## config.mk

```make
export PLATFORM = sky130hd
export DESIGN_NAME = delay_ctrl_flat
export DESIGN_NICKNAME = d
export VERILOG_FILES = /design/src/rtl/delay_pkg.sv /design/src/rtl/delay_ctrl_if.sv /design/src/rtl/delay_tap_line.sv /design/src/rtl/delay_ctrl.sv /design/src/flat_wrapper.sv
export SDC_FILE = /design/constraint.sdc
export NUM_CORES = 1
export LEC_CHECK = 0
export CORE_MARGIN = 2
export CORE_UTILIZATION = 38
export CTS_CLUSTER_DIAMETER = 60
export DETAILED_ROUTE_END_ITERATION = 6
export SYNTH_ARGS = -nofsm -noshare
export SYNTH_HDL_FRONTEND = slang
export SYNTH_HIERARCHICAL = 1
export SYNTH_SLANG_ARGS = --single-unit
```

## constraint.sdc

```tcl
create_clock -name clk -period 2.7 [get_ports clk]
set_input_delay 0.675 -clock clk [delete_from_list [all_inputs] [get_ports clk]]
set_output_delay 0.675 -clock clk [all_outputs]
set_load 0.01 [all_outputs]
```

## src/rtl/delay_pkg.sv

```systemverilog
// Shared types and helpers for the programmable delay controller.
package delay_pkg;

  typedef enum logic {
    FILL,
    RUN
  } state_t;

  // Width of a field able to hold every delay value 0..max_delay.
  function automatic int calc_dw(input int max_delay);
    return $clog2(max_delay + 1);
  endfunction

endpackage

```

## src/rtl/delay_ctrl_if.sv

```systemverilog
// Config handshake and data stream bundle of delay_ctrl.
interface delay_ctrl_if #(
  parameter int N         = 3,
  parameter int MAX_DELAY = 8
);
  import delay_pkg::*;

  localparam int DW = calc_dw(MAX_DELAY);

  logic          cfg_valid;
  logic [DW-1:0] cfg_delay;
  logic          cfg_ready;
  logic          cfg_err;
  logic          in_valid;
  logic [N-1:0]  idata;
  logic [N-1:0]  odata;
  logic          out_valid;
  logic          busy;

  modport master (
    output cfg_valid, cfg_delay, in_valid, idata,
    input  cfg_ready, cfg_err, odata, out_valid, busy
  );

  modport slave (
    input  cfg_valid, cfg_delay, in_valid, idata,
    output cfg_ready, cfg_err, odata, out_valid, busy
  );

endinterface

```

## src/rtl/delay_tap_line.sv

```systemverilog
// Tagged shift register with a selectable output tap.
module delay_tap_line
  import delay_pkg::*;
#(
  parameter int N           = 3,
  parameter int MAX_DELAY   = 8,
  localparam int DW         = calc_dw(MAX_DELAY)
) (
  input  logic          clk,
  input  logic          clr,
  input  logic          in_valid,
  input  logic [N-1:0]  idata,
  input  logic [DW-1:0] tap_sel,
  output logic [N-1:0]  odata,
  output logic          otag
);

  logic [N-1:0]         data [MAX_DELAY];
  logic [MAX_DELAY-1:0] tag;

  // Words shift every cycle; the tag records whether the word was qualified.
  always_ff @(posedge clk) begin
    if (clr) begin
      for (int k = 0; k < MAX_DELAY; k++) begin
        data[k] <= '0;
      end
      tag <= '0;
    end else begin
      data[0] <= idata;
      tag[0]  <= in_valid;
      for (int k = 1; k < MAX_DELAY; k++) begin
        data[k] <= data[k-1];
        tag[k]  <= tag[k-1];
      end
    end
  end

  always_comb begin
    odata = '0;
    otag  = 1'b0;
    for (int k = 0; k < MAX_DELAY; k++) begin
      if (tap_sel == DW'(k)) begin
        odata = data[k];
        otag  = tag[k];
      end
    end
  end

endmodule

```

## src/rtl/delay_ctrl.sv

```systemverilog
// Runtime-configurable delay controller: flushes and refills the tap line
// on every accepted delay change so stale words never reach the consumer.
module delay_ctrl
  import delay_pkg::*;
#(
  parameter int N             = 3,
  parameter int MAX_DELAY     = 8,
  parameter int DEFAULT_DELAY = 4,
  localparam int DW           = calc_dw(MAX_DELAY)
) (
  input  logic       clk,
  input  logic       rst,
  delay_ctrl_if.slave bus
);

  state_t        state;
  logic [DW-1:0] dly;
  logic [DW-1:0] cnt;
  logic          busy_q;
  logic          ready_q;
  logic          err_q;

  logic          xfer;
  logic          legal;
  logic          clr;
  logic          otag;
  logic [DW-1:0] tap_sel;

  assign xfer    = bus.cfg_valid && ready_q;
  assign legal   = (bus.cfg_delay != '0) && (bus.cfg_delay <= DW'(MAX_DELAY));
  assign clr     = rst || (xfer && legal);
  assign tap_sel = dly - DW'(1);

  // A legal request restarts FILL; an illegal one only raises a one-cycle error.
  always_ff @(posedge clk) begin
    if (rst) begin
      state   <= FILL;
      dly     <= DW'(DEFAULT_DELAY);
      cnt     <= '0;
      busy_q  <= 1'b1;
      ready_q <= 1'b0;
      err_q   <= 1'b0;
    end else begin
      err_q <= 1'b0;
      if (xfer) begin
        if (legal) begin
          state   <= FILL;
          dly     <= bus.cfg_delay;
          cnt     <= '0;
          busy_q  <= 1'b1;
          ready_q <= 1'b0;
        end else begin
          err_q <= 1'b1;
        end
      end else begin
        case (state)
          FILL: begin
            if (cnt == dly - DW'(1)) begin
              state   <= RUN;
              busy_q  <= 1'b0;
              ready_q <= 1'b1;
            end else begin
              cnt <= cnt + DW'(1);
            end
          end
          RUN: begin
            state <= RUN;
          end
          default: begin
            state <= FILL;
          end
        endcase
      end
    end
  end

  delay_tap_line #(
    .N         (N),
    .MAX_DELAY (MAX_DELAY)
  ) u_tap_line (
    .clk      (clk),
    .clr      (clr),
    .in_valid (bus.in_valid),
    .idata    (bus.idata),
    .tap_sel  (tap_sel),
    .odata    (bus.odata),
    .otag     (otag)
  );

  assign bus.out_valid = otag && (state == RUN);
  assign bus.busy      = busy_q;
  assign bus.cfg_ready = ready_q;
  assign bus.cfg_err   = err_q;

endmodule

```

## src/flat_wrapper.sv

```systemverilog
// flat-port wrapper written by rule: the top's interface ports become plain ports
module delay_ctrl_flat import delay_pkg::*;
#(
  parameter int N             = 3,
  parameter int MAX_DELAY     = 8,
  parameter int DEFAULT_DELAY = 4,
  localparam int DW           = calc_dw(MAX_DELAY)
)
  (clk, rst, bus_cfg_valid, bus_cfg_delay, bus_in_valid, bus_idata, bus_cfg_ready, bus_cfg_err, bus_odata, bus_out_valid, bus_busy);
  delay_ctrl_if #(.N(N), .MAX_DELAY(MAX_DELAY)) bus_i ();
  input  logic clk;
  input  logic rst;
  input wire logic [$bits(bus_i.cfg_valid)-1:0] bus_cfg_valid;
  input wire logic [$bits(bus_i.cfg_delay)-1:0] bus_cfg_delay;
  input wire logic [$bits(bus_i.in_valid)-1:0] bus_in_valid;
  input wire logic [$bits(bus_i.idata)-1:0] bus_idata;
  output wire logic [$bits(bus_i.cfg_ready)-1:0] bus_cfg_ready;
  output wire logic [$bits(bus_i.cfg_err)-1:0] bus_cfg_err;
  output wire logic [$bits(bus_i.odata)-1:0] bus_odata;
  output wire logic [$bits(bus_i.out_valid)-1:0] bus_out_valid;
  output wire logic [$bits(bus_i.busy)-1:0] bus_busy;
  assign bus_i.cfg_valid = bus_cfg_valid;
  assign bus_i.cfg_delay = bus_cfg_delay;
  assign bus_i.in_valid = bus_in_valid;
  assign bus_i.idata = bus_idata;
  assign bus_cfg_ready = bus_i.cfg_ready;
  assign bus_cfg_err = bus_i.cfg_err;
  assign bus_odata = bus_i.odata;
  assign bus_out_valid = bus_i.out_valid;
  assign bus_busy = bus_i.busy;
  delay_ctrl #(.N(N), .MAX_DELAY(MAX_DELAY), .DEFAULT_DELAY(DEFAULT_DELAY)) u_core (.clk(clk), .rst(rst), .bus(bus_i));
endmodule
```

Word-level counts from Yosys, hierarchy flattened

Memory sizes are Yosys's and may differ from the RTL's.
Index checks and enable logic that the tools add are counted.

Muxes and demuxes: 43
Equal/unequal tests: 11
Bitwise logic cells: 10
Add/sub/neg operators: 2
Reduce and logical (&&, ||, !) cells: 12
Order comparisons: 1

Operator list:

| operator                                                                 | number |
|---|---|
| 3-bit 2-to-1 mux                                                         | 16 |
| 1-bit 2-to-1 mux                                                         | 22 |
| 4-bit by 3-bit == test with 1-bit output (second input constant)         | 4 |
| 4-bit 2-to-1 mux                                                         | 4 |
| 4-bit by 2-bit == test with 1-bit output (second input constant)         | 2 |
| 1-bit bitwise OR                                                         | 8 |
| 3-bit AND reduction                                                      | 2 |
| 4-bit by 1-bit adder with 4-bit output (second input constant)           | 1 |
| 4-bit by 1-bit == test with 1-bit output (second input constant)         | 1 |
| 4-bit == test                                                            | 1 |
| 4-bit <= comparator (second input constant)                              | 1 |
| 1-bit logical AND                                                        | 4 |
| 4-bit zero test                                                          | 1 |
| 2-bit inequality test (second input constant)                            | 2 |
| 4-bit nonzero test                                                       | 1 |
| 4-bit by 1-bit subtractor with 4-bit output (second input constant)      | 1 |
| 2-bit by 1-bit inequality test with 1-bit output (second input constant) | 1 |
| 1-bit inverter                                                           | 2 |
| 1-bit one-hot mux with 2 select lines                                    | 1 |
| 2-bit AND reduction                                                      | 1 |
| 2-bit nonzero test                                                       | 1 |
| 2-bit OR reduction                                                       | 1 |
| 1-bit logical OR                                                         | 1 |

Memories kept: 1
Register bits: 20
Output and inout port bits: 7
RAM bits: 24
Logic and storage cells: 87

Memory list:

| name                   | words | bits a word | read ports | clocked after memory_dff | write ports | RTL line             | RTL |
|---|---|---|---|---|---|---|---|
| u_core.u_tap_line.data | 8     | 3           | 8          | 0                        | 8           | delay_tap_line.sv:18 | `logic [N-1:0] data [MAX_DELAY];` |

Logic depth before layout (Yosys ltp)

Gate-level depths: netlist of the first run.

Depth after elaboration: 11
Mapped depth: 9
Gate-level depth less buffers: 8

Cells and area by module

Netlist of the first run, hierarchy kept.

Modules (own cells, without submodules):

| module         | sequential area each (um^2) | area each (um^2) | cells an instance | times used |
|---|---|---|---|---|
| delay_tap_line | 640.6                       | 1293.7           | 124               | 1 |
| delay_ctrl     | 240.2                       | 665.6            | 70                | 1 |

Worst setup path before layout of the first run

Ideal clock, no wire load.

Path kind: flip-flop to output port
Start point: reg u_core.dly[0]
End point: out bus_odata[2]
Cell stages (with the launch flop): 7
Arrival: 1.803 ns
Setup slack: 0.222 ns
Cells stage by stage: dfxtp_1 -> nor3_1 -> xor2_1 -> nor2_2 -> and4_4 -> o32ai_1 -> o21ai_1

Word-level cells in the longest chain between the ends: 10
Elaborated cells on any way between the ends: 17
Classes of those cells: add/sub: 1; eq/ne: 7; mux: 8; reduce/logical: 1

RTL lines:

| item                                            | RTL line             | RTL |
|---|---|---|
| start, declared                                 | delay_ctrl.sv:17     | `logic [DW-1:0] dly;` |
| start signal, assigned                          | delay_ctrl.sv:38     | `dly <= DW'(DEFAULT_DELAY);` |
| start signal, assigned                          | delay_ctrl.sv:48     | `dly <= bus.cfg_delay;` |
| 4-bit by 1-bit subtractor with 4-bit output (*) | delay_ctrl.sv:32     | `assign tap_sel = dly - DW'(1);` |
| named net u_core.tap_sel[3]                     | delay_ctrl.sv:27     | `logic [DW-1:0] tap_sel;` |
| 4-bit zero test                                 | delay_tap_line.sv:42 | `if (tap_sel == DW'(k)) begin` |
| 3-bit 2-to-1 mux (7 in a row)                   | delay_tap_line.sv:42 |  |
| 3-bit 2-to-1 mux (*)                            | delay_tap_line.sv:42 |  |
| end, declared                                   | flat_wrapper.sv:19   | `output wire logic [$bits(bus_i.odata)-1:0] bus_odata;` |

The timed path passes the listed nets; every way through them passes the cells marked *.

Worst setup path in the final report of the first run

Start point: reg u_core.dly[1]
End point: out bus_out_valid

Word-level cells in the longest chain between the ends: 11
Elaborated cells on any way between the ends: 18
Classes of those cells: add/sub: 1; eq/ne: 7; mux: 8; reduce/logical: 2

RTL lines:

| item                                            | RTL line             | RTL |
|---|---|---|
| 4-bit by 1-bit subtractor with 4-bit output (*) | delay_ctrl.sv:32     |  |
| named net u_core.tap_sel[1]                     | delay_ctrl.sv:27     |  |
| 4-bit zero test                                 | delay_tap_line.sv:42 |  |
| 1-bit 2-to-1 mux (7 in a row)                   | delay_tap_line.sv:42 |  |
| 1-bit 2-to-1 mux (*)                            | delay_tap_line.sv:42 |  |
| named net u_core.otag                           | delay_ctrl.sv:26     | `logic otag;` |
| 1-bit logical AND (*)                           | delay_ctrl.sv:90     | `assign bus.out_valid = otag && (state == RUN);` |
| end, declared                                   | flat_wrapper.sv:20   | `output wire logic [$bits(bus_i.out_valid)-1:0] bus_out_valid;` |

Marks and branches as above.

==> impl_metrics.sql, run 1 <==
INSERT INTO impl_metrics (metric_group, metric, value, unit) VALUES
('clock_network', 'cts_root_buffer', 'sky130_fd_sc_hd__clkbuf_8', ''),
('clock_network', 'worst_skew_pair.late_latency', '0.28', 'ns'),
('die', 'coreArea', '5042', 'µm²'),
('placement', 'post_detailed_placement_cell_area', '2352', 'µm²'),
('sta', 'maxClockFrequency', '370.6', 'MHz'),
('global_route', 'antenna_violations_before_repair', '0', ''),
('sta', 'clock_skew', '0.007070', 'ns'),
('layout', 'area.growth.synth_to_final', '28.54', '%'),
('synth', 'cell_area_after_synthesis', '1959', 'µm²'),
('placement', 'port_bufs', '17', ''),
('die', 'die_x', '75.81', 'µm'),
('layout', 'area_of_the_multi_input_gates', '1066', 'µm²'),
('die', 'floorplan.initialDensity', '38.86', '%'),
('sta', 'worstMarginPinSlew', '0.4592', 'ns'),
('layout', 'final_nets', '249', ''),
('critical_path', 'crit_fanout', '5', ''),
('global_route', 'grt_pass1_wl', '6147', 'µm'),
('synth', 'postSynthRegisterBits', '44', ''),
('global_route', 'overflow', '0', ''),
('sta', 'final-max-slew-violation-count', '0', ''),
('clock_network', 'cts.path.max_buffers', '2', ''),
('synth', 'syn-num-nets', '207', ''),
('pwr', 'sequentialPowerShare', '51.9', '%'),
('critical_path', 'worstSetupStartpointType', 'flop', ''),
('clock_network', 'cts_buffers', '5', ''),
('outcome', 'outcome', 'completed', ''),
('clock_network', 'cts_tree', 'yes', ''),
('layout', 'diodes', '0', ''),
('sta', 'grt_setup_unrepaired', 'true', ''),
('routing', 'drt_drc_violations_left', '0', ''),
('global_route', 'first_global_vias', '1366', ''),
('critical_path', 'timing.setup.critical_path_class', 'reg -> out', ''),
('sta', 'period_share', '99.94', '%'),
('placement', 'place_ws', '-0.2474', 'ns'),
('pwr', 'comb_power_share', '20.9', '%'),
('synth', 'synth-edff-count', '0', ''),
('pwr', 'intPower', '0.001026', 'W'),
('pwr', 'power.ir.vdd_worst', '0.0004224', 'V'),
('routing', 'detail_route.iter0.violations', '53', ''),
('sta', 'setup_tns', '0', 'ns'),
('synth', 'synthesis.yosys.warnings', '6', ''),
('die', 'placementRows', '26', ''),
('flow_run', 'cap_violations', '0', ''),
('synth', 'ys_dominant_reg_cell', 'sky130_fd_sc_hd__dfxtp_1', ''),
('layout', 'stdcell_area', '2519', 'µm²'),
('routing', 'vias', '1459', ''),
('pwr', 'clock_power_share', '27.2', '%'),
('layout', 'layout_cells_sized_above_1', '27.54', '%'),
('placement', 'gp_congestion', '0.7380', ''),
('clock_network', 'htree_levels', '2', ''),
('clock_network', 'clkTransAtPathRegs', '0.08', 'ns'),
('layout', 'seq_area', '883.3', 'µm²'),
('layout', 'num-fill-cells', '507', ''),
('die', 'dieArea', '5746', 'µm²'),
('routing', 'avgViaCountPerCell', '4.768', ''),
('pwr', 'p_sw_share', '27.19', '%'),
('synth', 'asyncSetResetFlopFracSynth', '0', '%'),
('routing', 'detail_route.wirelength', '3680', 'µm'),
('routing', 'drt_pre_antenna_iters', '4', ''),
('sta', 'min_period', '2.698', 'ns'),
('critical_path', 'cp.arrival', '2.02', 'ns'),
('min_path', 'hold_path.class', 'reg -> reg', ''),
('sta', 'hold_viol_final', '0', ''),
('pwr', 'switchingPower', '0.0003833', 'W'),
('synth', 'avgSynthCellArea', '10.10', 'µm²'),
('pwr', 'power_per_cell_area', '559.7', 'nW/µm²'),
('synth', 'synth_cell_types', '47', ''),
('placement', 'dp_hpwl', '2634', 'µm'),
('sta', 'final-setup-viol-count', '0', ''),
('die', 'die_height', '75.81', 'µm'),
('critical_path', 'cp_data_required_time', '2.03', 'ns'),
('synth', 'postSynthCellCount', '194', ''),
('routing', 'post_drt_wl_per_cell', '12.03', 'µm'),
('clock_network', 'clkSinkCount', '44', ''),
('global_route', 'track_usage', '14.14', '%'),
('die', 'boundaryPins', '18', ''),
('pwr', 'leakage', '0.9929', 'nW'),
('synth', 'ys_seq_area_share', '44.96', '%'),
('critical_path', 'critical_path.endpoint_type', 'output port', ''),
('sta', 'slew_headroom', '69.16', '%'),
('routing', 'final_antenna_net_count', '0', ''),
('global_route', 'pin_count_of_the_biggest_net_entering_global_routing', '23', ''),
('sta', 'final_critical_path_setup_slack', '0.001739', 'ns');
what timing repair did:
| action | CTS | global route |
|---|---|---|
| pin swaps | 6 | 5 |
| gates resized for setup | 25 | 7 |
| endpoints found under the setup margin | 4 | 4 |
| hold buffers | 0 | 0 |
| buffers inserted | 2 | 1 |
critical path: stages (launching register included):
cell	delay (ns)
sky130_fd_sc_hd__dfxtp_2	0.36
sky130_fd_sc_hd__inv_2	0.05
sky130_fd_sc_hd__ha_4	0.28
sky130_fd_sc_hd__inv_4	0.04
sky130_fd_sc_hd__nor3_1	0.32
sky130_fd_sc_hd__a2111oi_4	0.09
sky130_fd_sc_hd__a31oi_1	0.18
sky130_fd_sc_hd__o22ai_1	0.12
sky130_fd_sc_hd__and2_1	0.16
sky130_fd_sc_hd__buf_2	0.13
per-layer routing:
| layer | global-route usage, % | wire [µm] | vias up |
|---|---|---|---|
| met4 | 3.509 | 42 | 0 |
| met5 | 0 | 0 | - |
| met3 | 3.968 | 100 | 4 |
| met1 | 18.34 | 1752 | 677 |
| li1 | - | - | 754 |
| met2 | 23.28 | 1784 | 24 |
path summary, 6_finish.rpt:
| check | start | end | slack, ns | depth (start not counted) |
|---|---|---|---|---|
| worst max-delay path | u_core/dly[1]$_SDFFE_PP0P_ | bus_out_valid | 0.002 | 9 |
| worst min-delay path | u_core/u_tap_line/data[0][7]$_SDFF_PP0_ | u_core/u_tap_line/data[0][10]$_SDFF_PP0_ | 0.44 | 2 |
| worst min register to register | u_core/u_tap_line/data[0][7]$_SDFF_PP0_ | u_core/u_tap_line/data[0][10]$_SDFF_PP0_ | 0.44 | 2 |
| worst max register to register | u_core/dly[0]$_SDFFE_PP0P_ | u_core/bus.busy$_SDFFE_PP1P_ | 0.84 | 8 |
cell usage after synthesis (2+ instances only):
cell type	n	area [µm²]
sky130_fd_sc_hd__buf_6	2	22.52
sky130_fd_sc_hd__nor2b_1	33	206.5
sky130_fd_sc_hd__nor3_1	4	20.02
sky130_fd_sc_hd__mux2i_1	12	120.1
sky130_fd_sc_hd__a211oi_1	2	15.01
sky130_fd_sc_hd__nand2_1	9	33.78
sky130_fd_sc_hd__nor2_1	12	45.04
sky130_fd_sc_hd__o22ai_1	3	18.77
sky130_fd_sc_hd__xnor2_1	3	26.28
sky130_fd_sc_hd__buf_4	2	15.01
sky130_fd_sc_hd__nand4_1	2	12.51
sky130_fd_sc_hd__a21oi_1	5	25.02
sky130_fd_sc_hd__a32oi_1	2	17.52
sky130_fd_sc_hd__clkbuf_1	3	11.26
sky130_fd_sc_hd__nand2b_4	2	27.53
sky130_fd_sc_hd__nand2b_1	5	31.28
sky130_fd_sc_hd__inv_1	5	18.77
sky130_fd_sc_hd__mux2_2	5	56.30
sky130_fd_sc_hd__dfxtp_1	44	880.8
sky130_fd_sc_hd__o21ai_0	5	25.02
sky130_fd_sc_hd__a31oi_1	2	12.51
sky130_fd_sc_hd__ha_1	2	25.02
sky130_fd_sc_hd__a22oi_1	4	30.03
sky130_fd_sc_hd__xor2_1	3	26.28
metrics by stage:
step | util, % | power (W) | cells | hold slack [ns]
final | 49.95 | 0.001410 | 306 | 0.4359
after global routing | 49.95 | 0.001492 | 306 | 0.4714
after CTS | 49.26 | 0.001413 | 305 | 0.4354
after detailed placement | 46.65 | 0.001029 | 296 | 0.4252
after global placement | 46.65 | 0.001023 | 296 | 0.4149
after floorplan | - | 0.0009222 | 194 | 0.4103
logic make-up (layout without fill, tap and decap cells):
family          Yosys count  after routing  share of synthesized area [%]
xor+xnor                  7              7                          3.896
fa+ha+maj                 2              2                          1.277
simple gates             77             77                          23.24
buf+inv                  15             57                          4.086
flops                    44             44                          44.96
mux                      18             18                          9.579
compound gates           31             31                          12.96
layout make-up:
| type | instances | share of cell area (%) |
|---|---|---|
| Clock buffer | 6 | 2.881 |
| Inverter | 6 | 0.9935 |
| Timing Repair Buffer | 44 | 15.05 |
| Tap cell | 70 | 3.477 |
| Sequential cell | 44 | 35.07 |
| Clock inverter | 1 | 0.1987 |
| Multi-Input combinational cell | 135 | 42.32 |
sequential cells by signal (all words and copies together) (netlist names):
name and cells:
u_core/u_tap_line/tag 8, u_core/u_tap_line/data 24, u_core/cnt 4, u_core/bus.busy 1, u_core/bus.cfg_err 1, u_core/state 1, u_core/bus.cfg_ready 1, u_core/dly 4
power by group through the flow:
stage | registers [W] | logic [W] | clock network, W
detailed placement | 0.000746 | 0.000283 | 0
CTS | 0.000731 | 0.000291 | 0.000390
floorplan | 0.000740 | 0.000182 | 0
global route | 0.000740 | 0.000328 | 0.000424
global placement | 0.000745 | 0.000278 | 0
finish | 0.000732 | 0.000295 | 0.000383
cell usage in the layout (no fill, tap or decap), drive strengths merged, types with 2 or more instances in the layout:
| cell | count |
|---|---|
| dfxtp | 44 |
| nor2b | 33 |
| buf | 30 |
| clkdlybuf4s50 | 13 |
| nor2 | 13 |
| mux2i | 12 |
| nand2 | 9 |
| nand2b | 7 |
| clkbuf | 6 |
| o21ai | 6 |
| mux2 | 6 |
| inv | 6 |
| a21oi | 5 |
| nor3 | 5 |
| a22oi | 4 |
| xnor2 | 3 |
| o22ai | 3 |
| xor2 | 3 |
| nand4 | 2 |
| a32oi | 2 |
| a2111oi | 2 |
| a31oi | 2 |
| a211oi | 2 |
| ha | 2 |
No activity file was read; power rests on OpenSTA's default activity.
==> run 2, diff against run 1 <==
--- a/config.mk
+++ b/config.mk
@@ -7,7 +7,7 @@
 export LEC_CHECK = 0
 export CORE_MARGIN = 2
 export CORE_UTILIZATION = 38
-export CTS_CLUSTER_DIAMETER = 60
+export CTS_CLUSTER_DIAMETER = 100
 export DETAILED_ROUTE_END_ITERATION = 6
 export SYNTH_ARGS = -nofsm -noshare
 export SYNTH_HDL_FRONTEND = slang
==> results of run 2 <==
Same layout as run 1: the final DEF is identical, and so are final timing and power.
==> run 3, diff against run 2 <==
--- a/config.mk
+++ b/config.mk
@@ -5,7 +5,6 @@
 export SDC_FILE = /design/constraint.sdc
 export NUM_CORES = 1
 export LEC_CHECK = 0
-export CORE_MARGIN = 2
 export CORE_UTILIZATION = 38
 export CTS_CLUSTER_DIAMETER = 100
 export DETAILED_ROUTE_END_ITERATION = 6
==> impl_metrics.sql, run 3 (same netlist as run 1, synthesis figures left out) <==
INSERT INTO impl_metrics (metric_group, metric, value, unit) VALUES
('critical_path', 'cp_slowest_stage_delay', '0.34', 'ns'),
('placement', 'gp_congestion', '0.7660', ''),
('clock_network', 'cts_tree', 'yes', ''),
('sta', 'min_period', '2.722', 'ns'),
('outcome', 'violations', 'negative setup slack', ''),
('layout', 'num-fill-cells', '443', ''),
('min_path', 'min_path_cells', '2', ''),
('layout', 'flip_flop_count_of_the_largest_register_after_layout', '24', ''),
('layout', 'fin_cells', '304', ''),
('die', 'die_height', '73.81', 'µm'),
('global_route', 'antenna_violations_before_repair', '0', ''),
('critical_path', 'critical_path.endpoint_type', 'output port', ''),
('routing', 'detail_route.iter0.violations', '49', ''),
('placement', 'place.detailed.instances', '293', ''),
('critical_path', 'critPathBufInv', '2', ''),
('global_route', 'first_global_vias', '1316', ''),
('layout', 'diodes', '0', ''),
('routing', 'final_antenna_net_count', '0', ''),
('outcome', 'outcome', 'complete, but fails checks', ''),
('critical_path', 'worstPathCellList', 'inv_2 > ha_4 > xor2_4 > nor3_1 > a2111oi_4 > a31oi_1 > o22ai_1 > and2_1 > buf_2', ''),
('die', 'die_x', '73.81', 'µm'),
('critical_path', 'rr_worst_depth', '8', ''),
('layout', 'max_flop_register', 'u_core/u_tap_line/data', ''),
('global_route', 'grt_pass1_wl', '5892', 'µm'),
('routing', 'post_drt_wl_per_cell', '11.83', 'µm'),
('global_route', 'overflow', '0', ''),
('routing', 'vias', '1420', ''),
('die', 'dieArea', '5447', 'µm²'),
('routing', 'detail_route.wirelength', '3595', 'µm'),
('routing', 'avgViaCountPerCell', '4.671', ''),
('layout', 'final_nets', '249', ''),
('critical_path', 'cp.arrival', '2.05', 'ns'),
('layout', 'layout_cells_sized_above_1', '29.54', '%'),
('die', 'placementRows', '25', ''),
('placement', 'place_ws', '-0.2394', 'ns'),
('routing', 'drt_pre_antenna_iters', '4', ''),
('sta', 'hold_viol_final', '0', ''),
('sta', 'maxClockFrequency', '367.4', 'MHz'),
('global_route', 'pin_count_of_the_biggest_net_entering_global_routing', '23', ''),
('layout', 'final_common_cell', 'sky130_fd_sc_hd__dfxtp_1', ''),
('flow_run', 'cap_violations', '0', ''),
('critical_path', 'path_delay_family', 'compound AO/OA/AOI/OAI gates', ''),
('min_path', 'hold_path.class', 'reg -> reg', ''),
('layout', 'area.growth.synth_to_final', '31.61', '%'),
('layout', 'most-common-layout-cells', 'sky130_fd_sc_hd__dfxtp_1 (42), sky130_fd_sc_hd__nor2b_1 (33), sky130_fd_sc_hd__buf_4 (22)', ''),
('sta', 'period_share', '100.8', '%'),
('clock_network', 'cts_buffers', '5', ''),
('critical_path', 'worstSetupStartpointType', 'flop', ''),
('sta', 'slew_headroom', '70.40', '%'),
('routing', 'drt_drc_violations_left', '0', ''),
('critical_path', 'critical_path_depth', '9', ''),
('sta', 'final-setup-viol-count', '1', ''),
('layout', 'seq_area', '883.3', 'µm²'),
('clock_network', 'clkTransAtPathRegs', '0.09', 'ns'),
('sta', 'final-max-slew-violation-count', '0', ''),
('critical_path', 'cp_slowest_cell', 'sky130_fd_sc_hd__dfxtp_2', ''),
('sta', 'worstMarginPinSlew', '0.4408', 'ns'),
('pwr', 'leakage', '1.011', 'nW'),
('layout', 'largestRegisters', 'u_core/u_tap_line/data: 24 flops, u_core/u_tap_line/tag: 8 flops', ''),
('sta', 'timing.hold.ws', '0.4401', 'ns'),
('critical_path', 'timing.setup.critical_path_class', 'reg -> out', ''),
('critical_path', 'crit_fanout', '3', ''),
('die', 'floorplan.initialDensity', '40.41', '%'),
('pwr', 'power_per_cell_area', '595.7', 'nW/µm²'),
('critical_path', 'cp_data_required_time', '2.03', 'ns'),
('pwr', 'power.ir.vdd_worst', '0.0005160', 'V'),
('clock_network', 'worst_skew_pair.late_latency', '0.29', 'ns'),
('layout', 'area_of_the_multi_input_gates', '1082', 'µm²'),
('clock_network', 'cts_root_buffer', 'sky130_fd_sc_hd__clkbuf_8', ''),
('clock_network', 'cts.path.max_buffers', '2', ''),
('sta', 'clock_skew', '0.007044', 'ns'),
('sta', 'grt_setup_unrepaired', 'true', ''),
('die', 'boundaryPins', '18', ''),
('placement', 'port_bufs', '17', ''),
('placement', 'dp_hpwl', '2558', 'µm'),
('pwr', 'finalPower', '0.001536', 'W'),
('clock_network', 'clkSinkCount', '44', ''),
('clock_network', 'htree_levels', '2', ''),
('sta', 'final_critical_path_setup_slack', '-0.02196', 'ns'),
('die', 'coreArea', '4848', 'µm²'),
('global_route', 'track_usage', '14.42', '%');
[run 3: cell type report]
class / count / area share (%)
multi-input cells: 135 / 41.97
flip-flops and latches: 44 / 34.26
repair buffers: 44 / 15.09
well taps: 67 / 3.251
clock buffers: 5 / 2.669
clock inverters: 3 / 1.795
inverters: 6 / 0.9704
[run 3: final timing paths]
path,startpoint,endpoint,slack (ns)
hold reg to reg,u_core/u_tap_line/data[0][7]$_SDFF_PP0_,u_core/u_tap_line/data[0][10]$_SDFF_PP0_,0.44
hold / removal,u_core/u_tap_line/data[0][7]$_SDFF_PP0_,u_core/u_tap_line/data[0][10]$_SDFF_PP0_,0.44
setup / recovery,u_core/dly[0]$_SDFFE_PP0P_,bus_out_valid,-0.02
setup reg to reg,u_core/dly[0]$_SDFFE_PP0P_,u_core/bus.busy$_SDFFE_PP1P_,0.82
[run 3: timing repair]
item	CTS	global route
hold buffers	0	0
endpoints found under the setup margin	4	4
resized for setup	25	13
setup buffers	1	2
pin swaps	5	9
[run 3: routing by layer]
layer | share of wire, % | track usage [%] | wire, µm | up-vias
li1 | - | - | - | 748
met1 | 49 | 18.39 | 1765 | 655
met2 | 47 | 22.83 | 1694 | 13
met3 | 2.7 | 4.938 | 96 | 4
met4 | 1.1 | 4.487 | 39 | 0
met5 | 0 | 0 | 0 | -
[run 3: metrics by stage]
step / instance area, µm² / util, % / setup TNS [ns]
finish: 2579 / 53.19 / -0.02196
detailed placement: 2361 / 48.70 / -0.8729
CTS: 2501 / 51.59 / -0.1406
global placement: 2361 / 48.70 / -0.7477
floorplan: 1959 / - / 0
global route: 2579 / 53.19 / -0.3326
[run 3: where the power goes]
| group | internal [W] | switching (W) |
|---|---|---|
| Sequential | 0.000691 | 0.0000416 |
| Combinational | 0.000165 | 0.000136 |
| Clock | 0.000279 | 0.000224 |
| Total | 0.00113 | 0.000402 |
[run 3: worst min-delay path, stage by stage (launching register included)]
cell and delay (ns):
sky130_fd_sc_hd__dfxtp_1 0.30, sky130_fd_sc_hd__inv_1 0.06, sky130_fd_sc_hd__nor2_1 0.04
